`src/rtl/shared_divider_scheduler_pkg.sv`:
```
// Shared definitions for the divider scheduler: state encoding, default sizes
// and the quotient returned on a divide by zero.
package divider_sched_pkg;

   localparam int DEF_WIDTH = 16;
   localparam int DEF_N_REQ = 4;

   // Wide enough for any supported WIDTH; users slice the low bits.
   localparam logic [63:0] DBZ_QUOT = '1;

   typedef enum logic [1:0] {
      IDLE    = 2'd0,
      DIVIDE  = 2'd1,
      RESPOND = 2'd2
   } sched_state_t;

endpackage

```
`src/rtl/shared_divider_scheduler_serial_divider.sv`:
```
// Serial signed restoring divider: one setup cycle, WIDTH shift-subtract
// cycles, one sign-fix cycle, then a single-cycle done pulse with results.
module serial_divider
   import divider_sched_pkg::*;
#(
   parameter int WIDTH = DEF_WIDTH
) (
   input  logic             clk,
   input  logic             rst,
   input  logic             start,
   input  logic [WIDTH-1:0] dividend,
   input  logic [WIDTH-1:0] divisor,
   output logic             done,
   output logic [WIDTH-1:0] quotient,
   output logic [WIDTH-1:0] remainder,
   output logic             dbz
);

   localparam int CW = $clog2(WIDTH + 1);

   logic             r_busy;
   logic [CW-1:0]    r_cnt;
   logic [WIDTH-1:0] r_quo;
   logic [WIDTH-1:0] r_rem;
   logic [WIDTH-1:0] r_div;
   logic             r_neg_q;
   logic             r_neg_r;
   logic             r_dbz;
   logic [WIDTH:0]   w_rem_sh;
   logic [WIDTH:0]   w_diff;
   logic             w_fits;
   logic             w_iter;

   // Magnitudes are unsigned, so the most-negative value maps to 2^(WIDTH-1).
   function automatic logic [WIDTH-1:0] f_abs(input logic [WIDTH-1:0] v);
      return v[WIDTH-1] ? -v : v;
   endfunction

   function automatic logic [WIDTH-1:0] f_neg_if(input logic [WIDTH-1:0] v, input logic neg);
      return neg ? -v : v;
   endfunction

   assign w_rem_sh = {r_rem, r_quo[WIDTH-1]};
   assign w_diff   = w_rem_sh - {1'b0, r_div};
   assign w_fits   = (w_rem_sh >= {1'b0, r_div});
   assign w_iter   = r_busy && (r_cnt != CW'(WIDTH));

   always_ff @(posedge clk) begin
      if (rst) begin
         r_busy <= 1'b0;
         r_cnt  <= '0;
         done   <= 1'b0;
      end else begin
         done <= 1'b0;
         if (start) begin
            r_busy <= 1'b1;
            r_cnt  <= '0;
         end else if (w_iter) begin
            r_cnt <= r_cnt + CW'(1);
         end else if (r_busy) begin
            r_busy <= 1'b0;
            done   <= 1'b1;
         end
      end
   end

   // Setup, iteration and sign-fix stages share the datapath registers.
   always_ff @(posedge clk) begin
      if (start) begin
         r_quo   <= f_abs(dividend);
         r_rem   <= '0;
         r_div   <= f_abs(divisor);
         r_neg_r <= dividend[WIDTH-1];
         r_neg_q <= dividend[WIDTH-1] ^ divisor[WIDTH-1];
         r_dbz   <= (divisor == '0);
      end else if (w_iter) begin
         r_rem <= w_fits ? w_diff[WIDTH-1:0] : w_rem_sh[WIDTH-1:0];
         r_quo <= {r_quo[WIDTH-2:0], w_fits};
      end else if (r_busy) begin
         // With a zero divisor r_rem ends up holding |dividend|, so the
         // remainder fix below restores the original dividend.
         quotient  <= r_dbz ? DBZ_QUOT[WIDTH-1:0] : f_neg_if(r_quo, r_neg_q);
         remainder <= f_neg_if(r_rem, r_neg_r);
         dbz       <= r_dbz;
      end
   end

endmodule

```
`src/rtl/shared_divider_scheduler.sv`:
```
// Round-robin front end that shares one serial_divider between N_REQ
// requesters using stb/ack handshakes on both request and response sides.
module shared_divider_scheduler
   import divider_sched_pkg::*;
#(
   parameter int N_REQ = DEF_N_REQ,
   parameter int WIDTH = DEF_WIDTH
) (
   input  logic                   clk,
   input  logic                   rst,
   input  logic [N_REQ*WIDTH-1:0] req_dividend,
   input  logic [N_REQ*WIDTH-1:0] req_divisor,
   input  logic [N_REQ-1:0]       req_stb,
   output logic [N_REQ-1:0]       req_ack,
   output logic [WIDTH-1:0]       resp_quotient,
   output logic [WIDTH-1:0]       resp_remainder,
   output logic                   resp_dbz,
   output logic [N_REQ-1:0]       resp_stb,
   input  logic [N_REQ-1:0]       resp_ack
);

   localparam int IW = (N_REQ > 1) ? $clog2(N_REQ) : 1;

   sched_state_t     r_state;
   logic [IW-1:0]    r_last;
   logic [IW-1:0]    r_id;
   logic [IW-1:0]    w_win;
   logic             w_found;
   logic             w_start;
   logic             w_done;
   logic             w_dbz;
   logic [WIDTH-1:0] w_quo;
   logic [WIDTH-1:0] w_rem;

   // Search starts just past the last grant so every requester gets a turn.
   always_comb begin
      logic [IW-1:0] v_idx;
      v_idx   = '0;
      w_found = 1'b0;
      w_win   = '0;
      for (int k = 1; k <= N_REQ; k++) begin
         v_idx = IW'((int'(r_last) + k) % N_REQ);
         if (!w_found && req_stb[v_idx]) begin
            w_found = 1'b1;
            w_win   = v_idx;
         end
      end
   end

   assign w_start = (r_state == IDLE) && w_found;

   serial_divider #(
      .WIDTH(WIDTH)
   ) u_div (
      .clk      (clk),
      .rst      (rst),
      .start    (w_start),
      .dividend (req_dividend[int'(w_win)*WIDTH +: WIDTH]),
      .divisor  (req_divisor[int'(w_win)*WIDTH +: WIDTH]),
      .done     (w_done),
      .quotient (w_quo),
      .remainder(w_rem),
      .dbz      (w_dbz)
   );

   always_ff @(posedge clk) begin
      if (rst) begin
         r_state        <= IDLE;
         r_last         <= IW'(N_REQ - 1);
         r_id           <= '0;
         req_ack        <= '0;
         resp_stb       <= '0;
         resp_quotient  <= '0;
         resp_remainder <= '0;
         resp_dbz       <= 1'b0;
      end else begin
         req_ack <= '0;
         case (r_state)
            IDLE: begin
               if (w_found) begin
                  req_ack <= N_REQ'(1) << w_win;
                  r_id    <= w_win;
                  r_last  <= w_win;
                  r_state <= DIVIDE;
               end
            end
            DIVIDE: begin
               if (w_done) begin
                  resp_quotient  <= w_quo;
                  resp_remainder <= w_rem;
                  resp_dbz       <= w_dbz;
                  resp_stb       <= N_REQ'(1) << r_id;
                  r_state        <= RESPOND;
               end
            end
            RESPOND: begin
               if (resp_ack[r_id]) begin
                  resp_stb <= '0;
                  r_state  <= IDLE;
               end
            end
            default: r_state <= IDLE;
         endcase
      end
   end

endmodule

```
`config.mk`:
```
export PLATFORM = sky130hd
export DESIGN_NAME = shared_divider_scheduler
export DESIGN_NICKNAME = d
export VERILOG_FILES = /design/src/rtl/shared_divider_scheduler_pkg.sv /design/src/rtl/shared_divider_scheduler_serial_divider.sv /design/src/rtl/shared_divider_scheduler.sv
export SDC_FILE = /design/constraint.sdc
export NUM_CORES = 1
export LEC_CHECK = 0
export BUFFER_PORTS_ARGS = -buffer_cell sky130_fd_sc_hd__buf_2
export CORE_MARGIN = 10
export CORE_UTILIZATION = 53
export CTS_CLUSTER_DIAMETER = 200
export DETAILED_ROUTE_END_ITERATION = 8
export PLACE_DENSITY = 0.88
export SYNTH_ARGS = -nofsm -noshare
export SYNTH_HDL_FRONTEND = slang
export SYNTH_SLANG_ARGS = --single-unit
```
`constraint.sdc`:
```
create_clock -name clk -period 10.7 [get_ports clk]
set_clock_uncertainty 0.15 [all_clocks]
set_input_delay 1.07 -clock clk [delete_from_list [all_inputs] [get_ports clk]]
set_output_delay 1.07 -clock clk [all_outputs]
set_load 0.1 [all_outputs]
```
# Word-level counts from Yosys, hierarchy flattened
# Cells that the tools add are included.
[classes]
addsub = 10
muxes = 35
bitwise_logic = 5
reduce_logical = 20
eq_ne = 7
shift = 4
magnitude_cmp = 6
[op_table]
columns = ["op", "count"]
rows = [
  ["64-bit by 7-bit indexed part select with 16-bit output", 2],
  ["16-bit 2-to-1 mux", 6],
  ["16-bit negation", 4],
  ["17-bit by 16-bit >= comparator with 1-bit output", 1],
  ["16-bit logical NOT", 1],
  ["16-bit subtractor", 1],
  ["2-bit by 3-bit less-than comparator with 1-bit output (second input constant)", 5],
  ["15-bit 2-to-1 mux", 1],
  ["2-bit 2-to-1 mux", 7],
  ["1-bit 2-to-1 mux", 12],
  ["1-bit binary-select mux with 2-bit select", 5],
  ["3-bit AND reduction", 3],
  ["4-bit 2-to-1 mux", 2],
  ["4-bit case mux with 2 select lines", 1],
  ["1-bit by 2-bit left shift with 4-bit output (first input constant)", 2],
  ["2-bit case mux with 3 select lines", 1],
  ["3-bit OR reduction", 2],
  ["5-bit by 1-bit adder with 5-bit output (second input constant)", 1],
  ["1-bit logical AND", 5],
  ["5-bit inequality test (second input constant)", 1],
  ["2-bit by 1-bit adder with 2-bit output (second input constant)", 2],
  ["2-bit adder (second input constant)", 2],
  ["2-bit by 1-bit inequality test with 1-bit output (second input constant)", 2],
  ["2-bit inequality test (second input constant)", 2],
  ["other kinds (9)", 16],
]
[word_totals]
ff_bits = 138
inputBits = 138
out_inout_bits = 41

# Depth between registers and ports, before layout
[depth]
depth_word = 17
depth_mapped = 15
depth_no_buf = 11

# By module
# From an unflattened synthesis, not the netlist that was laid out.
[unflattened]
hier_cells = 885
hier_area_um2 = 8261.7
[by_module_without_submodules]
columns = ["module", "cells_per_inst", "instances", "area_each_um2", "seq_area_each_um2"]
rows = [
  ["serial_divider", 563, 1, 5477.8, 2502.4],
  ["shared_divider_scheduler", 322, 1, 2783.9, 940.9],
]

# Least setup slack after synthesis
# Ideal clock, no wire load.
[synth_path]
path_type = "input -> register"
from = "in req_stb[1]"
to = "reg u_div.r_quo[6], data pin"
required_ps = 10290
arrival_ps = 3659
cell_stages = 15
setup_time_ps = 260
setup_slack_ps = 6631
cell_sequence = "or3b_1 -> o211a_1 -> buf_6 -> buf_4 -> buf_2 -> clkbuf_1 -> nand2_1 -> nand2_1 -> o21ai_0 -> ha_1 -> nand4_1 -> a211oi_2 -> nor2_1 -> xnor2_1 -> mux2_2"
[synth_via]
elab_chain_len = 16
elab_cells_between_ends = 27
cone_classes = "add/sub (1); shift (1); mux (18); reduce/logical (7)"
[synth_rtl]
columns = ["element", "line_no", "rtl"]
rows = [
  ["start: declaration", "shared_divider_scheduler.sv:13", "input logic [N_REQ-1:0] req_stb,"],
  ["1-bit binary-select mux with 2-bit select", "shared_divider_scheduler.sv:43", "if (!w_found && req_stb[v_idx]) begin"],
  ["1-bit 2-to-1 mux (implied by the code)", "shared_divider_scheduler.sv:43", ""],
  ["1-bit 2-to-1 mux", "shared_divider_scheduler.sv:43", ""],
  ["1-bit logical NOT", "shared_divider_scheduler.sv:43", ""],
  ["1-bit logical AND", "shared_divider_scheduler.sv:43", ""],
  ["1-bit 2-to-1 mux", "shared_divider_scheduler.sv:43", ""],
  ["1-bit logical NOT", "shared_divider_scheduler.sv:43", ""],
  ["1-bit logical AND", "shared_divider_scheduler.sv:43", ""],
  ["1-bit 2-to-1 mux", "shared_divider_scheduler.sv:43", ""],
  ["1-bit logical NOT", "shared_divider_scheduler.sv:43", ""],
  ["1-bit logical AND", "shared_divider_scheduler.sv:43", ""],
  ["2-bit 2-to-1 mux", "shared_divider_scheduler.sv:43", ""],
  ["64-bit by 7-bit indexed part select with 16-bit output", "shared_divider_scheduler.sv:58", ".dividend (req_dividend[int'(w_win)*WIDTH +: WIDTH]),"],
  ["16-bit negation", "shared_divider_scheduler_serial_divider.sv:36", "return v[WIDTH-1] ? -v : v;"],
  ["16-bit 2-to-1 mux", "shared_divider_scheduler_serial_divider.sv:36", ""],
  ["16-bit 2-to-1 mux *", "shared_divider_scheduler_serial_divider.sv:69", "if (start) begin"],
  ["end signal: assignment", "shared_divider_scheduler_serial_divider.sv:70", "r_quo <= f_abs(dividend);"],
  ["end signal: assignment", "shared_divider_scheduler_serial_divider.sv:78", "r_quo <= {r_quo[WIDTH-2:0], w_fits};"],
  ["end: declaration", "shared_divider_scheduler_serial_divider.sv:23", "logic [WIDTH-1:0] r_quo;"],
]
# Every way passes the cells marked *; elsewhere a longest branch is shown, timed or not. The select of a mux whose other input is x is not followed.
# A chain may end at the register's enable or synchronous reset.

# Worst setup path in the final report
[layout_path]
from = "in req_stb[1]"
to = "reg u_div.r_quo[13], data pin"
# Same word-level chain as after synthesis.

==> metrics.md <==
| Metric | Value |
|---|---|
| Largest net degree at the start of global routing | 69 |
| Wire per inst | 16.4 µm |
| Die area | 20800 µm² |
| Vias in the first global route | 6746 |
| Worst path depth | 9 |
| CTS H-tree lvls | 4 |
| DR pass1 iterations | 5 |
| Worst Path Max Fanout | 68 |
| Area growth syn-to-layout | 18.7% |
| Postcts setup bufs | 0 |
| Count of final setup violators | 0 |
| First-pass GRT wire length | 33.1 mm |
| Worst r2r path cells | 11 |
| Worst Setup Path Type | input pin to flip-flop |
| Synth Flop Type | dfxtp_1 |
| Top delay family on crit path | compound AO/OA/AOI/OAI gates |
| Worst skew pair latency | 420 ps |
| Number of synthesized flops with an enable pin | 68 |
| Critical Path Start Type | input pin |
| Worst rel slew slack | 34.7% |
| Number of buffer cells added on primary ports | 178 |
| Routability Congestion | 0.908 |
| Clk slew on worst S/H paths | 50 ps |
| Leakage | 4.10 nW |
| Post-route ant nets | 0 |
| Tmin final | 4030 ps |
| Critical Path, Cell by Cell | buf_2, o21ai_0, o211a_4, mux2i_1, or3b_4, a211oi_4, a41oi_1, xnor2_1, o21ai_1 |
| Mapped Area | 8190 µm² |
| Max Slew Vio Count | 0 |
| DPL Wire Length | 15.8 mm |
| Finished Layout Cells | 1278 |
| Worst path arrival time | 4030 ps |
| Syn Area/Cell | 8.90 µm² |
| Cell count after placement | 1246 |
| Sequential area share after synthesis | 42.0% |
| Synthesized Nets | 1081 |
| Final hold vios | 0 |
| Hold-fix buffers, CTS | 0 |
| Max_cap viols | 0 |
| Power share of the clock group | 30.7% |
| Cell Pwr Density | 186 nW/µm² |
| Die width | 144 µm |
| Synthesized flop and latch total | 138 |
| Via-per-instance ratio | 5.66 |
| CTS tree | yes |
| Status | finished, final reports clean |
| GR Overflow Total | 0 |
| Clock buffer depth | 2 |
| Total track usage | 19.7% |
| Initial antenna violation count | 0 |
| Row cnt | 45 |
| WP data required | 10700 ps |
| Final setup TNS | 0 ps |
| Routed WL | 20.9 mm |
| Crit share post-route | 37.6% |
| Synth warnings | 0 |
| Fmax | 248 MHz |
| CP max stage cell | o211a_4 |
| Initial DRC Count | 609 |
| Peak VDD IR | 0.131 mV |
| Switching power | 590 µW |
| Combinational power share | 30.7% |
| Number of antenna diodes | 0 |
| CP Buf/Inv Count | 1 |
| CP endpoint kind | flip-flop |
| Hold path depth | 2 |
| Yosys cell types | 65 |
| Fraction of registers with async set/reset | 0% |
| Critical hold path startpoint | resp_quotient[0] |
| # DRC | 0 |
| Initial Util | 54.1% |
| Via count | 7235 |
| Sequential power share | 38.6% |
| Share of cells above drive strength 1 | 22.4% |
| RSZ-0062 raised after global routing | no |
| Worst Tran Pin Value | 979 ps |
| Switching part of the total power | 32.7% |
| Clock root cell | clkbuf_16 |
| Post-CTS sizing | 0 |
| Core Box Area | 15100 µm² |
| Max stage delay on crit path | 880 ps |
| CTS buffer count | 17 |
| Worst r2r src | r_last[0] |
| Internal Power | 1.21 mW |
| CTS Sinks | 138 |
| Worst hold path class | flip-flop to flip-flop |
| Die Y | 144 µm |
| IO Pins | 179 |
| Fin nets | 1238 |
| Crit path from | req_stb[1] |
| Synth Instances | 920 |
-- per-stage QoR --
stage	hold slack (ps)	power, mW	cell area, µm²	worst slack, ps	util [%]
3_3_place_gp	290	1.23	9170	6440	60.5
4_1_cts	301	1.80	9720	6720	64.2
5_1_grt	320	1.90	9720	6440	64.2
6_report	298	1.80	9720	6670	64.2
3_5_place_dp	294	1.24	9170	6350	60.5
2_1_floorplan	276	1.12	8190	6630	-
-- per-layer routing --
layer,vias to the layer above,share of wire (%),track usage [%]
li1,3582,-,-
met1,3248,44,26.3
met2,362,44,29.2
met3,43,10,6.49
met4,0,2.0,6.76
met5,-,0,0
-- cells in the mapped netlist (all sizes together) (5+ instances only) --
cell,number,area share [%]
mux2i,69,8.5
o21a,5,0.46
dfxtp,70,17
o31a,5,0.53
o21ai,64,3.9
nor3,19,1.4
a31oi,7,0.53
and3,13,0.99
o311ai,5,0.53
o31ai,14,1.5
nor2b,8,0.61
xor2,17,1.8
clkbuf,36,1.7
or3,7,0.53
nor2,50,2.3
ha,22,3.4
xnor2,42,4.5
nand2,177,8.1
nor4,6,0.46
inv,41,1.9
buf,12,1.1
or2,6,0.46
edfxtp,68,25
a21oi,84,5.2
nand3,11,0.79
a211oi,10,1.1
nand4,10,0.76
-- power groups by stage --
stage | registers (mW) | logic (mW) | clock network [mW]
after floorplan | 0.703 | 0.416 | 0
after global placement | 0.701 | 0.529 | 0
after detailed placement | 0.704 | 0.540 | 0
after CTS | 0.694 | 0.550 | 0.559
after global routing | 0.703 | 0.616 | 0.585
final | 0.696 | 0.554 | 0.554
-- worst register-to-register path, cell delays in order (launching register included) --
cell and delay, ps:
dfxtp_1 400, nor2b_1 120, o21ai_0 270, o211a_1 650, nand3_1 140, o21ai_0 150
ha_1 240, nand4_1 130, a211oi_2 500, a41oi_1 200, xnor2_1 220, o21ai_0 100
-- sequential cells by signal (all words and copies together), names as in the netlist, 2 cells and up --
register         cells
u_div.r_cnt          5
u_div.remainder     16
u_div.r_rem         16
u_div.r_div         16
r_state              2
req_ack              4
r_id                 2
u_div.r_quo         16
resp_remainder      16
u_div.quotient      16
resp_stb             4
resp_quotient       16
r_last               2
-- final timing paths --
path | to | slack (ps)
setup / recovery | u_div.r_quo[13] | 6670
hold / removal | resp_quotient[0] | 300
setup reg to reg | u_div.r_quo[12] | 7150
hold reg to reg | resp_quotient[0] | 300
-- cell families (layout without fill, tap and decap cells) --
group	after synthesis	count (layout)	share of synthesized area, %
AND/OR/NAND/NOR	320	320	17.7
flip-flops	138	138	42.0
AO/OA/AOI/OAI	218	218	16.4
adder cells (fa/ha/maj)	23	23	3.61
multiplexers	73	73	9.21
XOR/XNOR	59	59	6.31
buffers and inverters	89	259	4.68
-- layout make-up --
class	instances	area, µm²
clock buffers	23	458
fillers	1200	5430
repair buffers	186	951
multi-input cells	693	4380
inverters	41	154
well taps	188	235
clock inverters	9	97.6
flip-flops and latches	138	3440
-- placed cells by master (no fill, tap or decap), types with 5 or more instances in the layout --
cell	synthesis	routed
a211oi_1	8	8
a21oi_1	83	83
a31oi_1	7	7
and3_1	13	13
buf_2	6	178
buf_4	1	8
clkbuf_1	36	5
clkbuf_16	0	17
dfxtp_1	70	70
edfxtp_1	68	68
ha_1	22	22
inv_1	41	41
mux2i_1	67	67
nand2_1	176	176
nand3_1	9	9
nand4_1	10	10
nor2_1	49	48
nor2b_1	8	8
nor3_1	17	16
nor4_1	6	6
o21a_1	5	5
o21ai_0	61	60
o311ai_0	5	5
o31a_1	5	5
o31ai_1	11	11
or2_2	6	6
or3_1	7	7
xnor2_1	42	42
xor2_1	17	17
Power figures use the tool's default switching activity.
